==> config.mk <==
export PLATFORM = sky130hd
export DESIGN_NAME = sr_cmd_driver
export DESIGN_NICKNAME = d
export VERILOG_FILES = /design/src/rtl/sr_cmd_driver.sv
export SDC_FILE = /design/constraint.sdc
export NUM_CORES = 1
export LEC_CHECK = 0
export CAP_MARGIN = 20
export CELL_PAD_IN_SITES_DETAIL_PLACEMENT = 1
export CELL_PAD_IN_SITES_GLOBAL_PLACEMENT = 2
export CORE_ASPECT_RATIO = 2
export CORE_MARGIN = 2
export CORE_UTILIZATION = 37
export CTS_BUF_LIST = sky130_fd_sc_hd__clkbuf_8
export DETAILED_ROUTE_END_ITERATION = 6
export PLACE_DENSITY = 0.84
export SLEW_MARGIN = 10
export SYNTH_ARGS = -nofsm -noshare
export SYNTH_HDL_FRONTEND = slang
export SYNTH_SLANG_ARGS = --single-unit
export TNS_END_PERCENT = 20
==> constraint.sdc <==
create_clock -name clk -period 2.5 [get_ports clk]
set_clock_uncertainty 0.05 [all_clocks]
set_input_delay 0.5 -clock clk [delete_from_list [all_inputs] [get_ports clk]]
set_output_delay 0.5 -clock clk [all_outputs]
set_load 0.01 [all_outputs]
==> src/rtl/sr_cmd_driver.sv <==
// sr_cmd_driver -- drives set/reset pulses into an external SR latch and
// confirms the latch followed the command.
//
// Parameters:
//   PULSE_W  set/reset pulse width in clk cycles (1..15)
//   TIMEOUT  maximum WAIT cycles allowed for confirmation (4..255)
// Ports:
//   clk, rst          clock (rising edge), synchronous active-high reset
//   cmd_valid/cmd_op  command offer; cmd_op 1 = set, 0 = reset
//   cmd_ready         high while idle and able to accept a command
//   s, r              registered set/reset drives to the latch (never both 1)
//   q, q_not          latch outputs, asynchronous to clk (synchronized here)
//   done              one-cycle completion pulse
//   err, err_code     result: 00 ok, 01 timeout, 10 invalid (q == q_not)
//   state_q           last latch state confirmed by the block
//   busy              high whenever the FSM is not IDLE
module sr_cmd_driver #(
  parameter int unsigned PULSE_W = 2,
  parameter int unsigned TIMEOUT = 15
) (
  input  logic       clk,
  input  logic       rst,
  input  logic       cmd_valid,
  input  logic       cmd_op,
  output logic       cmd_ready,
  output logic       s,
  output logic       r,
  input  logic       q,
  input  logic       q_not,
  output logic       done,
  output logic       err,
  output logic [1:0] err_code,
  output logic       state_q,
  output logic       busy
);

  localparam int unsigned PW = $clog2(PULSE_W) + 1;
  localparam int unsigned TW = $clog2(TIMEOUT) + 1;
  localparam logic [PW-1:0] PCNT_LAST = PW'(PULSE_W);
  localparam logic [TW-1:0] WCNT_LAST = TW'(TIMEOUT - 1);

  typedef enum logic [1:0] {IDLE, PULSE, WAIT, RESP} state_t;

  state_t        state;
  logic          op_r;
  logic [PW-1:0] pcnt;
  logic [TW-1:0] wcnt;
  logic          q_m, q_s, qn_m, qn_s;

  // Two-flop synchronizers for the asynchronous latch outputs.
  always_ff @(posedge clk) begin
    if (rst) begin
      q_m  <= 1'b0;
      q_s  <= 1'b0;
      qn_m <= 1'b0;
      qn_s <= 1'b0;
    end else begin
      q_m  <= q;
      q_s  <= q_m;
      qn_m <= q_not;
      qn_s <= qn_m;
    end
  end

  assign busy = (state != IDLE);

  always_ff @(posedge clk) begin
    if (rst) begin
      state     <= IDLE;
      cmd_ready <= 1'b0;
      s         <= 1'b0;
      r         <= 1'b0;
      done      <= 1'b0;
      err       <= 1'b0;
      err_code  <= '0;
      state_q   <= 1'b0;
      op_r      <= 1'b0;
      pcnt      <= '0;
      wcnt      <= '0;
    end else begin
      done     <= 1'b0;
      err      <= 1'b0;
      err_code <= '0;
      case (state)
        IDLE: begin
          // cmd_ready is registered, so it rises one edge after reset
          // release and after RESP, and drops at the accept edge.
          if (cmd_valid && cmd_ready) begin
            op_r      <= cmd_op;
            s         <= cmd_op;
            r         <= ~cmd_op;
            pcnt      <= PW'(1);
            cmd_ready <= 1'b0;
            state     <= PULSE;
          end else begin
            cmd_ready <= 1'b1;
          end
        end
        PULSE: begin
          // The accept edge counts as the first pulse cycle.
          if (pcnt == PCNT_LAST) begin
            s     <= 1'b0;
            r     <= 1'b0;
            wcnt  <= '0;
            state <= WAIT;
          end else begin
            pcnt <= pcnt + PW'(1);
          end
        end
        WAIT: begin
          if (q_s == op_r && qn_s == ~op_r) begin
            done    <= 1'b1;
            state_q <= op_r;
            state   <= RESP;
          end else if (wcnt == WCNT_LAST) begin
            done     <= 1'b1;
            err      <= 1'b1;
            err_code <= (q_s == qn_s) ? 2'b10 : 2'b01;
            state    <= RESP;
          end else begin
            wcnt <= wcnt + TW'(1);
          end
        end
        RESP: begin
          cmd_ready <= 1'b1;
          state     <= IDLE;
        end
        default: state <= IDLE;
      endcase
    end
  end

endmodule

==> impl_metrics.py, run 1 <==
metrics = {
    "status": {
        "status": "finished clean",
    },
    "grt": {
        "grt_overflow": 0,
        "grt_pass1_wl_mm": 4.81,
        "grt_max_degree": 14,
        "antenna_found_initial": 0,
        "groute.usage.overall_pct": 18.7,
        "grt_pass1_vias": 1036,
    },
    "placement": {
        "dp_cells": 166,
        "portBuffers": 14,
        "dpl.hpwl_mm": 2.24,
        "gp_congestion": 0.689,
    },
    "logic_synthesis": {
        "synth_area_leader_cell": "dfxtp_1",
        "ys_warn_count": 0,
        "synthTopCellsByArea": "dfxtp_1 39%, ha_1 7.8%, nor2b_1 3.9%",
        "synth_compound_area_share_pct": 20.6,
        "synth.cell_area_sq_um": 1120,
        "ys_types": 38,
        "synth_top_cell_area_share_pct": 39.2,
        "syn_nets": 137,
        "synth_edf_count": 0,
        "async_flop_share_pct": 0,
        "synth_mux_area_share_pct": 4.01,
        "synth_fa_ha_area_share_pct": 7.80,
        "synth-simple-area-share_pct": 23.6,
        "yosysSeqAreaShare_pct": 39.2,
        "synth_area_per_cell_sq_um": 9.05,
        "synth_top_family_by_area": "simple AND/OR/NAND/NOR gates",
        "synth_cells": 124,
        "synth-xor-area-share_pct": 0.780,
        "ys.flop_type": "dfxtp_1",
        "postSynthRegisterBits": 22,
    },
    "cells_and_area": {
        "final_nets": 154,
        "diodes": 0,
        "syn_to_final_growth_pct": 20.5,
        "layout-drive-gt1-share_pct": 10.0,
        "final_cells": 170,
    },
    "clocking": {
        "hold_buffers": 0,
        "htreeDepth": 1,
        "cts_sinks": 22,
        "cts.reportedPaths.clkPinSlew_ns": 0.08,
        "cts_setup_buffers": 0,
        "cts-root-buf": "clkbuf_8",
        "insertion_delay_ns": 0.27,
        "cts_tree": "yes",
        "cts-resized-gates": 0,
        "numCtsBuffers": 3,
        "cts_buffer_depth": 2,
    },
    "critical_path": {
        "arrival_ns": 1.62,
        "crit_path_start_kind": "flop",
        "path_class": "flop to output pin",
        "worstSetupEndpointType": "output pin",
        "cp.required_ns": 1.95,
        "critPathMaxFanout": 4,
    },
    "run": {
        "max_cap_violations": 0,
    },
    "die": {
        "die_y_um": 81.9,
        "pin_count": 15,
        "initial_core_util_pct": 38.1,
        "dieArea_sq_um": 3520,
        "die_x_um": 42.9,
        "row_count": 28,
        "coreArea_sq_um": 2940,
    },
    "sta": {
        "setup_viol": 0,
        "post-route-period-util_pct": 86.6,
        "slew_headroom_pct": 61.2,
        "hold_viol": 0,
        "rsz0062_at_grt": "false",
        "fmax_mhz": 462,
        "setup_tns_ns": 0,
        "finalMaxSlewViolations": 0,
        "worst_pin_slew_ns": 0.580,
        "min_period_ns": 2.17,
    },
    "drt": {
        "dr_total_vias": 976,
        "drt_pass1_iterations": 2,
        "vias_per_cell": 5.74,
        "drtAntennaViolNets": 0,
        "route.detailed.drc": 0,
        "wire_per_inst_um": 16.9,
        "routed_wl_mm": 2.87,
        "drt_iter0_markers": 24,
    },
    "power": {
        "p_leak_nw": 0.506,
        "irDropWorstVdd_mv": 0.528,
        "p_per_area_nw_per_um2": 815,
    },
    "worst_hold_path": {
        "min_path_type": "flop to flop",
    },
}
## report_power, final
group	switching [mW]	total [mW]	internal [mW]
Sequential	0.0397	0.430	0.390
Combinational	0.228	0.407	0.179
Clock	0.125	0.266	0.141
## layout by cell type, fill, tap and decap left out, drive strengths merged, types with 2 or more instances in the layout
cell / Yosys / routed
nor3: 6 / 6
nor2: 4 / 4
a31oi: 2 / 2
ha: 7 / 7
o211ai: 4 / 4
o21ai: 7 / 7
a21o: 3 / 3
clkdlybuf4s50: 0 / 14
nand3: 3 / 3
nand3b: 2 / 2
buf: 2 / 2
nand4: 3 / 3
nand2b: 5 / 5
inv: 7 / 7
dfxtp: 22 / 22
a221oi: 2 / 2
mux2i: 3 / 3
clkbuf: 2 / 4
nand2: 10 / 10
or3: 2 / 2
a21oi: 8 / 8
nor2b: 7 / 7
## state kept, by name (all words and copies together), names as in the netlist, 2 cells and up
name,cells
wcnt,5
err_code,2
pcnt,2
state,2
## per-stage QoR
| step | area [sq um] | setup WS [ns] | hold slack (ns) | utilization (%) | total power [mW] |
|---|---|---|---|---|---|
| 4_1_cts | 1350 | 0.310 | 0.412 | 46.0 | 1.12 |
| 2_1_floorplan | 1120 | 0.935 | 0.364 | - | 0.702 |
| 3_3_place_gp | 1300 | 0.539 | 0.371 | 44.1 | 0.839 |
| 6_report | 1350 | 0.335 | 0.407 | 46.0 | 1.10 |
| 5_1_grt | 1350 | 0.231 | 0.427 | 46.0 | 1.18 |
| 3_5_place_dp | 1300 | 0.463 | 0.390 | 44.1 | 0.851 |
## cell families after synthesis
group,Yosys count
AO/OA/AOI/OAI,32
adder cells (fa/ha/maj),7
XOR/XNOR,1
buffers and inverters,11
AND/OR/NAND/NOR,47
multiplexers,4
flip-flops,22
## worst paths after layout
kind / cells past startpoint / slack (ns) / to / startpoint
max reg2reg: 6 / 0.58 / wcnt[3] / state[1]
min: 1 / 0.41 / qn_s / qn_m
min reg2reg: 1 / 0.41 / qn_s / qn_m
max: 4 / 0.33 / busy / state[0]
## Yosys cell counts, types with 2 or more instances
cell,number
a21o_1,3
a21oi_1,8
a31oi_1,2
buf_2,2
clkbuf_1,2
dfxtp_1,22
ha_1,7
inv_1,6
mux2i_1,2
nand2_1,10
nand2b_1,4
nand3_1,3
nand3b_1,2
nand4_1,3
nor2_1,4
nor2b_1,7
nor3_1,6
o211ai_1,4
o21ai_0,7
or3_1,2
## final cells by class
type	count	area, sq um
fill	363	1590
tap	30	37.5
timing repair buffer	16	155
sequential	22	440
clock buffer	4	55.1
inverter	7	26.3
multi-input combinational	91	638
## critical path, cell delays in order (launching register included)
cell and delay [ns]:
dfxtp_1 0.37, inv_1 0.09, ha_1 0.21, inv_1 0.12, clkdlybuf4s50_1 0.55
## routing by layer
metal	vias to the layer above	GRT usage (%)	wire length, um
met3	4	2.42	70
li1	477	-	-
met2	16	34.8	1670
met4	0	13.6	74
met5	-	0	0
met1	479	18.0	1050
No activity file was read; power rests on OpenSTA's default activity.
==> run 2: changes to the inputs <==
--- a/config.mk
+++ b/config.mk
@@ -12,6 +12,7 @@
 export CORE_MARGIN = 2
 export CORE_UTILIZATION = 37
 export CTS_BUF_LIST = sky130_fd_sc_hd__clkbuf_8
+export CTS_CLUSTER_SIZE = 14
 export DETAILED_ROUTE_END_ITERATION = 6
 export PLACE_DENSITY = 0.84
 export SLEW_MARGIN = 10
==> results of run 2 <==
Final layout, timing and power as in run 1 (identical DEF).
